--- src/rtl/toy_boot_loader.sv ---
// ---------------------------------------------------------------------------
// toy_boot_loader
//
// Loads a framed program image from a valid/ready byte stream into the Toy
// CPU instruction memory and holds the CPU in reset until the whole image has
// arrived with a good checksum.
//
// Frame: COUNT_HI, COUNT_LO, N x (WORD_HI, WORD_LO), CHK. The 8-bit sum of
// every frame byte, CHK included, must be 0x00.
//
// Ports:
//   clk         clock, rising edge
//   reset       asynchronous, active-high
//   start       one-cycle load request (honoured in IDLE, DONE, ERROR)
//   rx_data     incoming byte
//   rx_valid    rx_data is valid
//   rx_ready    loader accepts a byte this cycle (decoded from state)
//   imem_we     one-cycle instruction-memory write strobe
//   imem_addr   write address
//   imem_wdata  write data
//   cpu_reset   active-high hold for the CPU reset input
//   busy        a load is in progress (decoded from state)
//   done        last load succeeded (level)
//   error       last load failed (level)
// ---------------------------------------------------------------------------
module toy_boot_loader #(
  parameter int ADDR_W = 12,
  parameter int DATA_W = 16
) (
  input  logic              clk,
  input  logic              reset,
  input  logic              start,
  input  logic [7:0]        rx_data,
  input  logic              rx_valid,
  output logic              rx_ready,
  output logic              imem_we,
  output logic [ADDR_W-1:0] imem_addr,
  output logic [DATA_W-1:0] imem_wdata,
  output logic              cpu_reset,
  output logic              busy,
  output logic              done,
  output logic              error
);

  typedef enum logic [2:0] {
    IDLE,
    CNT_HI,
    CNT_LO,
    WORD_HI,
    WORD_LO,
    CHECK,
    DONE,
    ERROR
  } state_t;

  // Largest legal word count; kept 32 bits wide so the compare below never
  // truncates whatever ADDR_W is chosen.
  localparam logic [31:0] MAX_WORDS = 32'(1) << ADDR_W;

  state_t            state;
  state_t            state_next;

  logic [7:0]        sum;          // running 8-bit frame checksum
  logic [7:0]        count_hi;     // first count byte, held until COUNT_LO
  logic [7:0]        word_hi;      // high half of the word being assembled
  logic [ADDR_W:0]   n_words;      // validated word count
  logic [ADDR_W:0]   word_cnt;     // words written so far, one bit wider than
                                   // the address so 2^ADDR_W can be reached
  logic [ADDR_W:0]   word_cnt_inc;
  logic [15:0]       count_full;
  logic [7:0]        sum_next;

  logic              accept;
  logic              count_bad;
  logic              start_load;
  logic              write_word;
  logic              load_ok;
  logic              load_bad;

  // rx_ready and busy are pure state decodes, so they fall the instant the
  // state leaves the receiving states (including on asynchronous reset).
  assign rx_ready = (state == CNT_HI)  || (state == CNT_LO) ||
                    (state == WORD_HI) || (state == WORD_LO) ||
                    (state == CHECK);
  assign busy     = rx_ready;
  assign accept   = rx_valid && rx_ready;

  assign count_full   = {count_hi, rx_data};
  assign count_bad    = (count_full == 16'd0) || (32'(count_full) > MAX_WORDS);
  assign word_cnt_inc = word_cnt + (ADDR_W + 1)'(1);
  assign sum_next     = sum + rx_data;

  // -------------------------------------------------------------------------
  // State register
  // -------------------------------------------------------------------------
  // NOTE: clocked state uses non-blocking assignments so every register
  // samples pre-edge values; blocking here would create order-dependent races.
  always_ff @(posedge clk or posedge reset) begin
    if (reset) state <= IDLE;
    else       state <= state_next;
  end

  // -------------------------------------------------------------------------
  // Next-state and per-edge action decode
  // -------------------------------------------------------------------------
  // NOTE: every signal driven here gets a default first; a path that leaves
  // one unassigned would infer a latch.
  always_comb begin
    state_next = state;
    start_load = 1'b0;
    write_word = 1'b0;
    load_ok    = 1'b0;
    load_bad   = 1'b0;

    case (state)
      IDLE, DONE, ERROR: begin
        // start beats a simultaneous rx_valid: rx_ready is 0 here anyway.
        if (start) begin
          state_next = CNT_HI;
          start_load = 1'b1;
        end
      end
      CNT_HI: begin
        if (accept) state_next = CNT_LO;
      end
      CNT_LO: begin
        if (accept) begin
          if (count_bad) begin
            state_next = ERROR;
            load_bad   = 1'b1;
          end else begin
            state_next = WORD_HI;
          end
        end
      end
      WORD_HI: begin
        if (accept) state_next = WORD_LO;
      end
      WORD_LO: begin
        if (accept) begin
          write_word = 1'b1;
          state_next = (word_cnt_inc == n_words) ? CHECK : WORD_HI;
        end
      end
      CHECK: begin
        if (accept) begin
          if (sum_next == 8'h00) begin
            state_next = DONE;
            load_ok    = 1'b1;
          end else begin
            state_next = ERROR;
            load_bad   = 1'b1;
          end
        end
      end
      default: state_next = IDLE;
    endcase
  end

  // -------------------------------------------------------------------------
  // Datapath and registered outputs
  // -------------------------------------------------------------------------
  always_ff @(posedge clk or posedge reset) begin
    if (reset) begin
      sum        <= 8'h00;
      count_hi   <= 8'h00;
      word_hi    <= 8'h00;
      n_words    <= '0;
      word_cnt   <= '0;
      imem_we    <= 1'b0;
      imem_addr  <= '0;
      imem_wdata <= '0;
      cpu_reset  <= 1'b1;
      done       <= 1'b0;
      error      <= 1'b0;
    end else begin
      // Strobe is high only in the cycle after a WORD_LO accept edge.
      imem_we <= write_word;

      if (start_load) begin
        sum       <= 8'h00;
        word_cnt  <= '0;
        done      <= 1'b0;
        error     <= 1'b0;
        cpu_reset <= 1'b1;
      end

      // start_load and accept are never true together: start is only
      // honoured in states where rx_ready is 0.
      if (accept) sum <= sum_next;

      if (accept && (state == CNT_HI)) count_hi <= rx_data;

      if (accept && (state == CNT_LO)) n_words <= (ADDR_W + 1)'(count_full);

      if (accept && (state == WORD_HI)) word_hi <= rx_data;

      if (write_word) begin
        imem_addr  <= word_cnt[ADDR_W-1:0];
        imem_wdata <= DATA_W'({word_hi, rx_data});
        word_cnt   <= word_cnt_inc;
      end

      if (load_ok) begin
        done      <= 1'b1;
        cpu_reset <= 1'b0;
      end

      // Words already written stay in memory; only the flag records failure.
      if (load_bad) error <= 1'b1;
    end
  end

endmodule

--- config.mk ---
export PLATFORM = sky130hd
export DESIGN_NAME = toy_boot_loader
export DESIGN_NICKNAME = d
export VERILOG_FILES = /design/src/rtl/toy_boot_loader.sv
export SDC_FILE = /design/constraint.sdc
export NUM_CORES = 1
export LEC_CHECK = 0
export BUFFER_PORTS_ARGS = -buffer_cell sky130_fd_sc_hd__buf_4
export CORE_MARGIN = 1
export CORE_UTILIZATION = 53
export CTS_BUF_LIST = sky130_fd_sc_hd__clkbuf_8
export CTS_CLUSTER_DIAMETER = 120
export DETAILED_ROUTE_END_ITERATION = 7
export GPL_TIMING_DRIVEN = 0
export PLACE_DENSITY = 0.73
export SLEW_MARGIN = 20
export SYNTH_ARGS = -nofsm -noshare
export SYNTH_HDL_FRONTEND = slang
export SYNTH_SLANG_ARGS = --single-unit
--- constraint.sdc ---
create_clock -name clk -period 6.99 [get_ports clk]
set_clock_uncertainty 0.05 [all_clocks]
set_input_delay 1.0485 -clock clk [delete_from_list [all_inputs] [get_ports clk]]
set_output_delay 1.0485 -clock clk [all_outputs]
set_load 0.005 [all_outputs]
# After elaboration in Yosys (flattened, before gate mapping)
# Cells that the tools add are included.
# op_classes
addsub	2
order_cmp	1
n_eq_ne	14
muxes	31
reduce_logical	18
# op_table
op	count
$mux 13	2
$mux 3	8
$pmux 3 s6	1
$mux 1	17
$gt 16x13->1 const B	1
$logic_not 16->1	1
$mux 8	2
$add 13x1->13 const B	1
$eq 13x13->1	1
$eq 3x3->1 const B	4
$ne 2x2->1 const B	6
$add 8x8->8	1
$logic_not 8->1	1
$reduce_bool 2->1	4
$eq 3x2->1 const B	2
$reduce_and 6->1	1
$logic_or 1x1->1	5
$logic_and 1x1->1	4
$eq 3x1->1 const B	1
$logic_not 3->1	1
$reduce_or 3->1	1
$pmux 1 s2	1
# word_totals
regBits	85
out_inout_bits	34

# Longest topological paths before layout
# Gate-level depths: netlist of run 1.
# depth
ltp_word	9
ltp_mapped	9

# Least setup slack after synthesis of run 1
# Ideal clock, no wire load.
# synth_path
path_kind	input to register
from	in rx_data[0]
to	reg error
setup_time_ps	120
t_arrival_ps	2866
t_required_ps	6820
setup_slack_ps	3953
cell_stages	8
path_buffers	0
path_cell_list	ha_1 > fa_1 > a21o_1 > a221o_1 > a21oi_1 > xor2_1 > o221ai_1 > a31o_2
# synth_via
elab_chain_cells	6
word_cells_on_any_way	12
cone_classes	add/sub: 1; order compare: 1; mux: 6; reduce/logical: 4
# synth_rtl
element	line	source
from (decl)	33	input logic [7:0] rx_data,
$add 8x8->8 (tied with other cells)	91	assign sum_next = sum + rx_data;
$logic_not 8->1 / $logic_or 1x1->1 (equally long branches)	147, 89	
$mux 1, on equally long branches	147, 128	
$mux 1, on equally long branches	146, 127	
$pmux 1 s2 (*)	115	case (state)
$mux 1 / $reduce_bool 2->1 (equally long branches)	n/a	
to (signal assigned)	175	error <= 1'b0;
to (signal assigned)	184	error <= 1'b0;
to (signal assigned)	210	if (load_bad) error <= 1'b1;
to (decl)	42	output logic error
# Mark *: on every way between the ends. The rest lies on a longest branch, timed or not.
# A chain may end at the register's enable or synchronous reset.

# Final worst setup path of run 1
# Ends and elaborated chain as after synthesis.

==> results of run 1 <==
[power groups by stage]
stage	combinational, W	sequential (W)	clock [W]
floorplan	0.000539	0.000761	0
global placement	0.000727	0.000776	0
detailed placement	0.000758	0.000785	0
CTS	0.000763	0.000775	0.000406
global route	0.000844	0.000796	0.000422
finish	0.000760	0.000774	0.000396
[routing by layer]
layer	vias up	global-route usage, %	part of all wire [%]
met5	-	0	0
met2	61	38.7	49
met1	1573	31.1	46
met4	0	8.73	2.1
li1	1580	-	-
met3	15	5.03	3.0
[synthesized netlist by cell type (4+ instances only)]
cell type                    n
sky130_fd_sc_hd__nand2_1   103
sky130_fd_sc_hd__dfrtp_1    84
sky130_fd_sc_hd__mux2_2     24
sky130_fd_sc_hd__xnor2_1    17
sky130_fd_sc_hd__nor2_1     16
sky130_fd_sc_hd__o21ai_0    16
sky130_fd_sc_hd__a21oi_1    13
sky130_fd_sc_hd__buf_2      10
sky130_fd_sc_hd__clkbuf_1   10
sky130_fd_sc_hd__nand3_1    10
sky130_fd_sc_hd__o21ai_1     9
sky130_fd_sc_hd__ha_1        8
sky130_fd_sc_hd__nor3_1      7
sky130_fd_sc_hd__a22o_1      6
sky130_fd_sc_hd__mux2_1      6
sky130_fd_sc_hd__xor2_1      6
sky130_fd_sc_hd__a21o_1      5
sky130_fd_sc_hd__and2_1      5
sky130_fd_sc_hd__buf_4       5
sky130_fd_sc_hd__o31ai_1     5
sky130_fd_sc_hd__inv_1       4
sky130_fd_sc_hd__nand2b_1    4
sky130_fd_sc_hd__nor4_1      4
[cell type report]
class                      instances  area (sq um)  share of cell area [%]
sequential                        85          2130                    42.8
multi-input combinational        307          1970                    39.6
timing repair buffer              46           365                    7.35
buffer                            25           125                    2.52
tap                              102           128                    2.57
clock inverter                     5          82.6                    1.66
inverter                           5          21.3                   0.428
clock buffer                      11           151                    3.05
[worst paths after layout]
kind | endpoint | slack [ns] | depth (start not counted)
max | error$_DFFE_PP0P_ | 3.96 | 9
min | imem_wdata[15]$_DFFE_PP0P_ | 0.42 | 2
max reg2reg | error$_DFFE_PP0P_ | 4.42 | 8
min reg2reg | imem_wdata[15]$_DFFE_PP0P_ | 0.42 | 2
max in group asynchronous | cpu_reset$_DFFE_PP1P_ | 5.61 | 3
min in group asynchronous | imem_addr[5]$_DFFE_PP0P_ | 0.63 | 2
[stage by stage]
step	cell area, sq um	power [W]
after floorplan	4240	0.00130
after global placement	4700	0.00150
after detailed placement	4730	0.00154
after CTS	4970	0.00194
after global routing	4970	0.00206
final	4970	0.00193
[worst register-to-register path, stage by stage (launching register included)]
cell	delay, ns
sky130_fd_sc_hd__dfrtp_1	0.39
sky130_fd_sc_hd__ha_1	0.22
sky130_fd_sc_hd__fa_1	0.41
sky130_fd_sc_hd__a21o_1	0.19
sky130_fd_sc_hd__a221o_1	0.34
sky130_fd_sc_hd__a21oi_1	0.26
sky130_fd_sc_hd__xor2_1	0.23
sky130_fd_sc_hd__o221ai_1	0.14
sky130_fd_sc_hd__a31o_2	0.25
[state kept, by name, summed over array words and instances, names as in the netlist, 3 cells and up]
signal and flops:
count_hi 8, imem_addr 12, imem_wdata 16, n_words 13, state 3, sum 8, word_cnt 13, word_hi 8
[cell families (layout without fill, tap and decap cells)]
logic type      Yosys count  count (layout)  share of synthesized area (%)
compound gates           75              75                           11.9
xor+xnor                 23              23                           4.75
fa+ha+maj                 9               9                           2.83
buf+inv                  30              92                           3.39
flops                    85              85                           50.2
mux                      30              30                           7.97
simple gates            170             170                           19.0
==> metrics.log, run 1 <==
INFO  metric rows = 32
INFO  metric num-fill-cells = 640
INFO  metric worst-path-max-fanout = 6
INFO  metric grt_first_pass_wirelength = 15400 um
INFO  metric postLayoutSetupSlackWorst = 3.96 ns
INFO  metric cts_hold_buffers = 0
INFO  metric avgRoutedWirePerCell = 15.6 um
INFO  metric post-cts-setup-buffer-count = 0
INFO  metric post-route-period-util = 43.4%
INFO  metric track_usage = 23.7%
INFO  metric synth_area = 4240 sq um
INFO  metric drt-total-wl = 9130 um
INFO  metric clk-insertion-delay-late = 0.36 ns
INFO  metric synthesized_flop_and_latch_total = 85
INFO  metric route.detailed.drc = 0
INFO  metric p_per_area = 389 nW/um^2
INFO  metric final_common_cell = sky130_fd_sc_hd__nand2_1
INFO  metric synthCells = 422
INFO  metric worstHoldStart = word_hi[7]$_DFFE_PP0P_
INFO  metric maxCapViolations = 0
INFO  metric ctsLongestPathBuffers = 2
INFO  metric grt_max_degree = 59
INFO  metric timing.critical_path.max_delay_family = compound AO/OA/AOI/OAI gates
INFO  metric timing.critical_path.buf_inv = 1
INFO  metric most-common-layout-cells = sky130_fd_sc_hd__nand2_1, sky130_fd_sc_hd__dfrtp_1, sky130_fd_sc_hd__buf_4
INFO  metric yosys.cell_types.count = 61
INFO  metric rsz0062_at_grt = no
INFO  metric pre_cts_slack = 3.63 ns
INFO  metric cts-root-buf = sky130_fd_sc_hd__clkbuf_8
INFO  metric cts_max_level = 3
INFO  metric criticalPathCategory = input pin to flop
INFO  metric start_util = 54.9%
INFO  metric netlist_top_cells_area = sky130_fd_sc_hd__dfrtp_1, sky130_fd_sc_hd__nand2_1, sky130_fd_sc_hd__mux2_2
INFO  metric start_point_of_the_critical_path = rx_data[0]
INFO  metric synth_edf_count = 0
INFO  metric combinational_cell_fraction_of_total_power = 39.4%
INFO  metric end_of_flow_core_utilization = 64.3%
INFO  metric grt.overflow.total = 0
INFO  metric cp-start-kind = input pin
INFO  metric core-area = 7730 sq um
INFO  metric cts.reportedPaths.clkPinSlew = 0.08 ns
INFO  metric reported_net_switching_power = 0.000658 W
INFO  metric cells_along_the_critical_path = buf_4, ha_1, fa_1, a21o_1, a221o_1, a21oi_1, xor2_1, o221ai_1, a31o_2
INFO  metric ioPinCount = 46
INFO  metric initialDrtViolationCount = 151
INFO  metric place.detailed.hpwl = 6580 um
INFO  metric report.final.setup_viol = 0
INFO  metric grt_antenna_before_repair = 0
INFO  metric post_cts.resized_instances = 0
INFO  metric power.internal = 0.00127 W
INFO  metric asyncSetResetFlopFracSynth = 100%
INFO  metric swShare = 34.1%
INFO  metric finalWeightedCongestion = 0.848
INFO  metric report.final.hold_viol_count = 0
INFO  metric min_period = 3.03 ns
INFO  metric yosys_warnings = 0
INFO  metric power.static_leakage = 2.39 nW
INFO  metric postRouteAntennaNets = 0
INFO  metric dr_total_vias = 3229
INFO  metric drive_above_1_share = 23.8%
INFO  metric timing.fmax = 330 MHz
INFO  metric ys_dominant_reg_cell = sky130_fd_sc_hd__dfrtp_1
INFO  metric clkPwrFrac = 20.5%
INFO  metric relSlewSlack = 57.4%
INFO  metric chipHeight = 91.4 um
INFO  metric cp_slowest_cell = sky130_fd_sc_hd__fa_1
INFO  metric timing.final.max_slew_violations = 0
INFO  metric cts.sink_count = 85
INFO  metric setup_total_negative_slack = 0 ns
INFO  metric run_status = finished clean
INFO  metric fin_nets = 500
INFO  metric tightestPinTransition = 0.636 ns
INFO  metric grt_pass1_vias = 3160
INFO  metric numPortBuffers = 45
INFO  metric critical_path.max_stage_delay = 0.41 ns
INFO  metric synth_top_area_share = 49.6%
INFO  metric synth_seq_area_share = 50.2%
INFO  metric rr_startpoint = sum[0]$_DFFE_PP0P_
INFO  metric drt_pass1_iterations = 6
INFO  metric seq_power_share = 40.1%
INFO  metric die_width = 91.4 um
INFO  metric tritoncts.num_buffers = 9
INFO  metric n_antenna_cell = 0
INFO  metric holdCritPathClass = flop to flop
INFO  metric post-synth-top-area-cell = sky130_fd_sc_hd__dfrtp_1
INFO  metric tritoncts = done
INFO  metric post_drt_via_cell_ratio = 5.51
INFO  metric ir_drop = 212 uV
INFO  metric syn_area_per_cell = 10.0 sq um
INFO  metric critical_path_arrival = 3.23 ns
INFO  metric syn_to_final_growth = 17.2%
INFO  metric worst_hold_slack = 0.421 ns
INFO  metric required = 7.18 ns
INFO  metric place.detailed.instances = 570
INFO  metric syn_nets = 443
INFO  metric capturing_element_type_of_the_critical_path = flop
INFO  metric finalNonFillerCells = 586
INFO  metric dieArea = 8360 sq um
No activity file was read; power rests on OpenSTA's default activity.
==> run 2: changes to the inputs <==
--- a/config.mk
+++ b/config.mk
@@ -12,7 +12,7 @@
 export CTS_CLUSTER_DIAMETER = 120
 export DETAILED_ROUTE_END_ITERATION = 7
 export GPL_TIMING_DRIVEN = 0
-export PLACE_DENSITY = 0.73
+export PLACE_DENSITY = 0.76
 export SLEW_MARGIN = 20
 export SYNTH_ARGS = -nofsm -noshare
 export SYNTH_HDL_FRONTEND = slang
==> constraint.sdc (replaced) <==
create_clock -name clk -period 2.5 [get_ports clk]
set_clock_uncertainty 0.05 [all_clocks]
set_input_delay 0.375 -clock clk [delete_from_list [all_inputs] [get_ports clk]]
set_output_delay 0.375 -clock clk [all_outputs]
set_load 0.005 [all_outputs]
==> run 2 against run 1 <==
Net effect:
- total power rose to 2.7 times the previous value
- non-clock buffer count is 2 higher
- routed wire length increased by 0.94%
- worst setup slack worse by 3.9 ns
==> metrics.log, run 2 (synthesis results as in run 1) <==
INFO  metric dieArea = 8360 sq um (unchanged)
INFO  metric ioPinCount = 46 (unchanged)
INFO  metric rsz0062_at_grt = no
INFO  metric critical_path_arrival = 2.60 ns (-0.63 ns)
INFO  metric most-common-layout-cells = sky130_fd_sc_hd__nand2_1, sky130_fd_sc_hd__dfrtp_1, sky130_fd_sc_hd__buf_4
INFO  metric max_flop_register = imem_wdata
INFO  metric required = 2.69 ns (-4.49 ns)
INFO  metric grt_max_degree = 31 (-47%)
INFO  metric largest_register_ff_count = 16 (unchanged)
INFO  metric ir_drop = 819 uV (+290%)
INFO  metric tritoncts = done
INFO  metric route.detailed.drc = 0 (unchanged)
INFO  metric num-fill-cells = 648 (+1.3%)
INFO  metric syn_to_final_growth = 16.9%
INFO  metric power.static_leakage = 2.37 nW (-0.49%)
INFO  metric numPortBuffers = 45 (unchanged)
INFO  metric seq_power_share = 41.3% (+1.2 points)
INFO  metric cts.reportedPaths.clkPinSlew = 0.08 ns (about the same)
INFO  metric timing.fmax = 416 MHz
INFO  metric dr_total_vias = 3301 (+2.2%)
INFO  metric rr_startpoint = sum[0]$_DFFE_PP0P_
INFO  metric finalWeightedCongestion = 0.835 (-1.6%)
INFO  metric place.detailed.hpwl = 6620 um (+0.48%)
INFO  metric min_period = 2.41 ns
INFO  metric ctsLongestPathBuffers = 2 (unchanged)
INFO  metric n_antenna_cell = 0 (unchanged)
INFO  metric sequential_cell_area = 2130 sq um (unchanged)
INFO  metric grt_pass1_vias = 3337 (+5.6%)
INFO  metric critical_path.reg2reg.endpoint = error$_DFFE_PP0P_
INFO  metric grt_first_pass_wirelength = 15500 um (+0.72%)
INFO  metric p_per_area = 1060 nW/um^2 (+170%)
INFO  metric worstRegToRegCells = 8 (unchanged)
INFO  metric combinational_cell_fraction_of_total_power = 40.9% (+1.5 points)
INFO  metric maxCapViolations = 0 (unchanged)
INFO  metric clk-insertion-delay-late = 0.35 ns (about the same)
INFO  metric pre_cts_slack = -0.154 ns (-3.78 ns)
INFO  metric relSlewSlack = 57.0% (-0.38 points)
INFO  metric clkPwrFrac = 17.8% (-2.7 points)
INFO  metric report.final.hold_viol_count = 0 (unchanged)
INFO  metric rows = 32 (unchanged)
INFO  metric postLayoutSetupSlackWorst = 0.0935 ns (-3.86 ns)
INFO  metric criticalPathCategory = flop to flop
INFO  metric die_width = 91.4 um (unchanged)
INFO  metric postRouteAntennaNets = 0 (unchanged)
INFO  metric grt.overflow.total = 0 (unchanged)
INFO  metric drt_pass1_iterations = 4 (-2)
INFO  metric chipHeight = 91.4 um (unchanged)
INFO  metric finalNonFillerCells = 588 (+0.34%)
INFO  metric cts-root-buf = sky130_fd_sc_hd__clkbuf_8
INFO  metric setup_total_negative_slack = 0 ns (unchanged)
INFO  metric core-area = 7730 sq um (unchanged)
INFO  metric swShare = 34.7% (+0.59 points)
INFO  metric cts.sink_count = 85 (unchanged)
INFO  metric report.final.setup_viol = 0 (unchanged)
INFO  metric layout_top_registers = imem_wdata x16, n_words x13, word_cnt x13
INFO  metric post_drt_via_cell_ratio = 5.61 (+1.9%)
INFO  metric run_status = finished clean
INFO  metric reported_net_switching_power = 0.00183 W (+180%)
INFO  metric tritoncts.num_buffers = 9 (unchanged)
INFO  metric start_util = 54.9% (unchanged)
INFO  metric cts_hold_buffers = 0 (unchanged)
INFO  metric multiInputGateArea = 1980 sq um (+0.44%)
INFO  metric fin_nets = 502 (+0.40%)
INFO  metric cp-start-kind = flop
INFO  metric tightestPinTransition = 0.644 ns (+0.00779 ns)
INFO  metric drt-total-wl = 9220 um (+0.94%)
INFO  metric worst-path-max-fanout = 2 (-4)
INFO  metric track_usage = 23.9% (+0.24 points)
INFO  metric capturing_element_type_of_the_critical_path = flop
INFO  metric holdCritPathClass = input pin to async pin
INFO  metric power.internal = 0.00344 W (+170%)
INFO  metric post-route-period-util = 96.3%
INFO  metric rrSetupSlack = 0.09 ns (-4.33 ns)
INFO  metric cts_max_level = 3 (unchanged)
INFO  metric final_common_cell = sky130_fd_sc_hd__nand2_1
INFO  metric avgRoutedWirePerCell = 15.7 um (+0.60%)
INFO  metric initialDrtViolationCount = 109 (-28%)
INFO  metric timing.final.max_slew_violations = 0 (unchanged)
INFO  metric drive_above_1_share = 24.3% (+0.52 points)
INFO  metric place.detailed.instances = 571 (+0.18%)
INFO  metric grt_antenna_before_repair = 0 (unchanged)
==> run 2: power groups by stage <==
stage | clock network, W | logic [W] | registers, W
final | 0.000939 | 0.00216 | 0.00218
after CTS | 0.000971 | 0.00213 | 0.00217
after global placement | 0 | 0.00202 | 0.00217
after global routing | 0.00102 | 0.00239 | 0.00223
after detailed placement | 0 | 0.00212 | 0.00219
after floorplan | 0 | 0.00151 | 0.00213
==> run 2: layout make-up <==
| class | count | area share (%) |
|---|---|---|
| Buffer | 25 | 2.52 |
| Clock buffer | 10 | 2.78 |
| Clock inverter | 6 | 1.11 |
| Inverter | 5 | 0.454 |
| Multi-Input combinational cell | 307 | 39.9 |
| Sequential cell | 85 | 42.9 |
| Tap cell | 102 | 2.57 |
| Timing Repair Buffer | 48 | 7.77 |
==> run 2: what timing repair did <==
action                                 4_1_cts  5_1_grt
endpoints found under the hold margin        0        0
pin swaps                                    0        1
setup endpoints to repair                    1        4
resized for setup                            1        2
buffers inserted                             0        1
==> run 2: metrics by stage <==
stage | area, sq um | utilization (%) | total power, W | hold slack, ns
final | 4960 | 64.2 | 0.00527 | 0.0576
after global routing | 4960 | 64.2 | 0.00564 | 0.0900
after CTS | 4940 | 64.0 | 0.00528 | 0.0615
after detailed placement | 4750 | 61.4 | 0.00431 | 0.402
after global placement | 4710 | 60.9 | 0.00419 | 0.394
after floorplan | 4240 | - | 0.00364 | 0.383
==> run 2: how the worst max path moves through the flow <==
stage	from	to	slack [ns]	depth (start not counted)
floorplan	rx_data[0]	error$_DFFE_PP0P_	0.14	8
global placement	rx_data[0]	error$_DFFE_PP0P_	-0.16	9
detailed placement	rx_data[0]	error$_DFFE_PP0P_	-0.15	9
CTS	sum[0]$_DFFE_PP0P_	error$_DFFE_PP0P_	0.04	8
global route	sum[0]$_DFFE_PP0P_	error$_DFFE_PP0P_	0.006	8
finish	sum[0]$_DFFE_PP0P_	error$_DFFE_PP0P_	0.09	8
==> run 2: per-layer routing <==
| layer | up-vias | global-route usage, % | share of wire (%) | wire [um] |
|---|---|---|---|---|
| met3 | 12 | 4.94 | 3.3 | 305 |
| met1 | 1639 | 29.2 | 43 | 3980 |
| li1 | 1576 | - | - | - |
| met2 | 74 | 41.5 | 52 | 4790 |
| met5 | - | 0 | 0 | 0 |
| met4 | 0 | 9.13 | 1.5 | 139 |
==> run 2: critical path, cell delays in order (launching register included) <==
cell and delay (ns):
sky130_fd_sc_hd__dfrtp_1 0.39, sky130_fd_sc_hd__ha_1 0.21, sky130_fd_sc_hd__fa_2 0.35, sky130_fd_sc_hd__a21o_1 0.18, sky130_fd_sc_hd__a221o_1 0.35, sky130_fd_sc_hd__a21oi_2 0.19, sky130_fd_sc_hd__xor2_1 0.21, sky130_fd_sc_hd__o221ai_1 0.13
sky130_fd_sc_hd__a31o_2 0.24
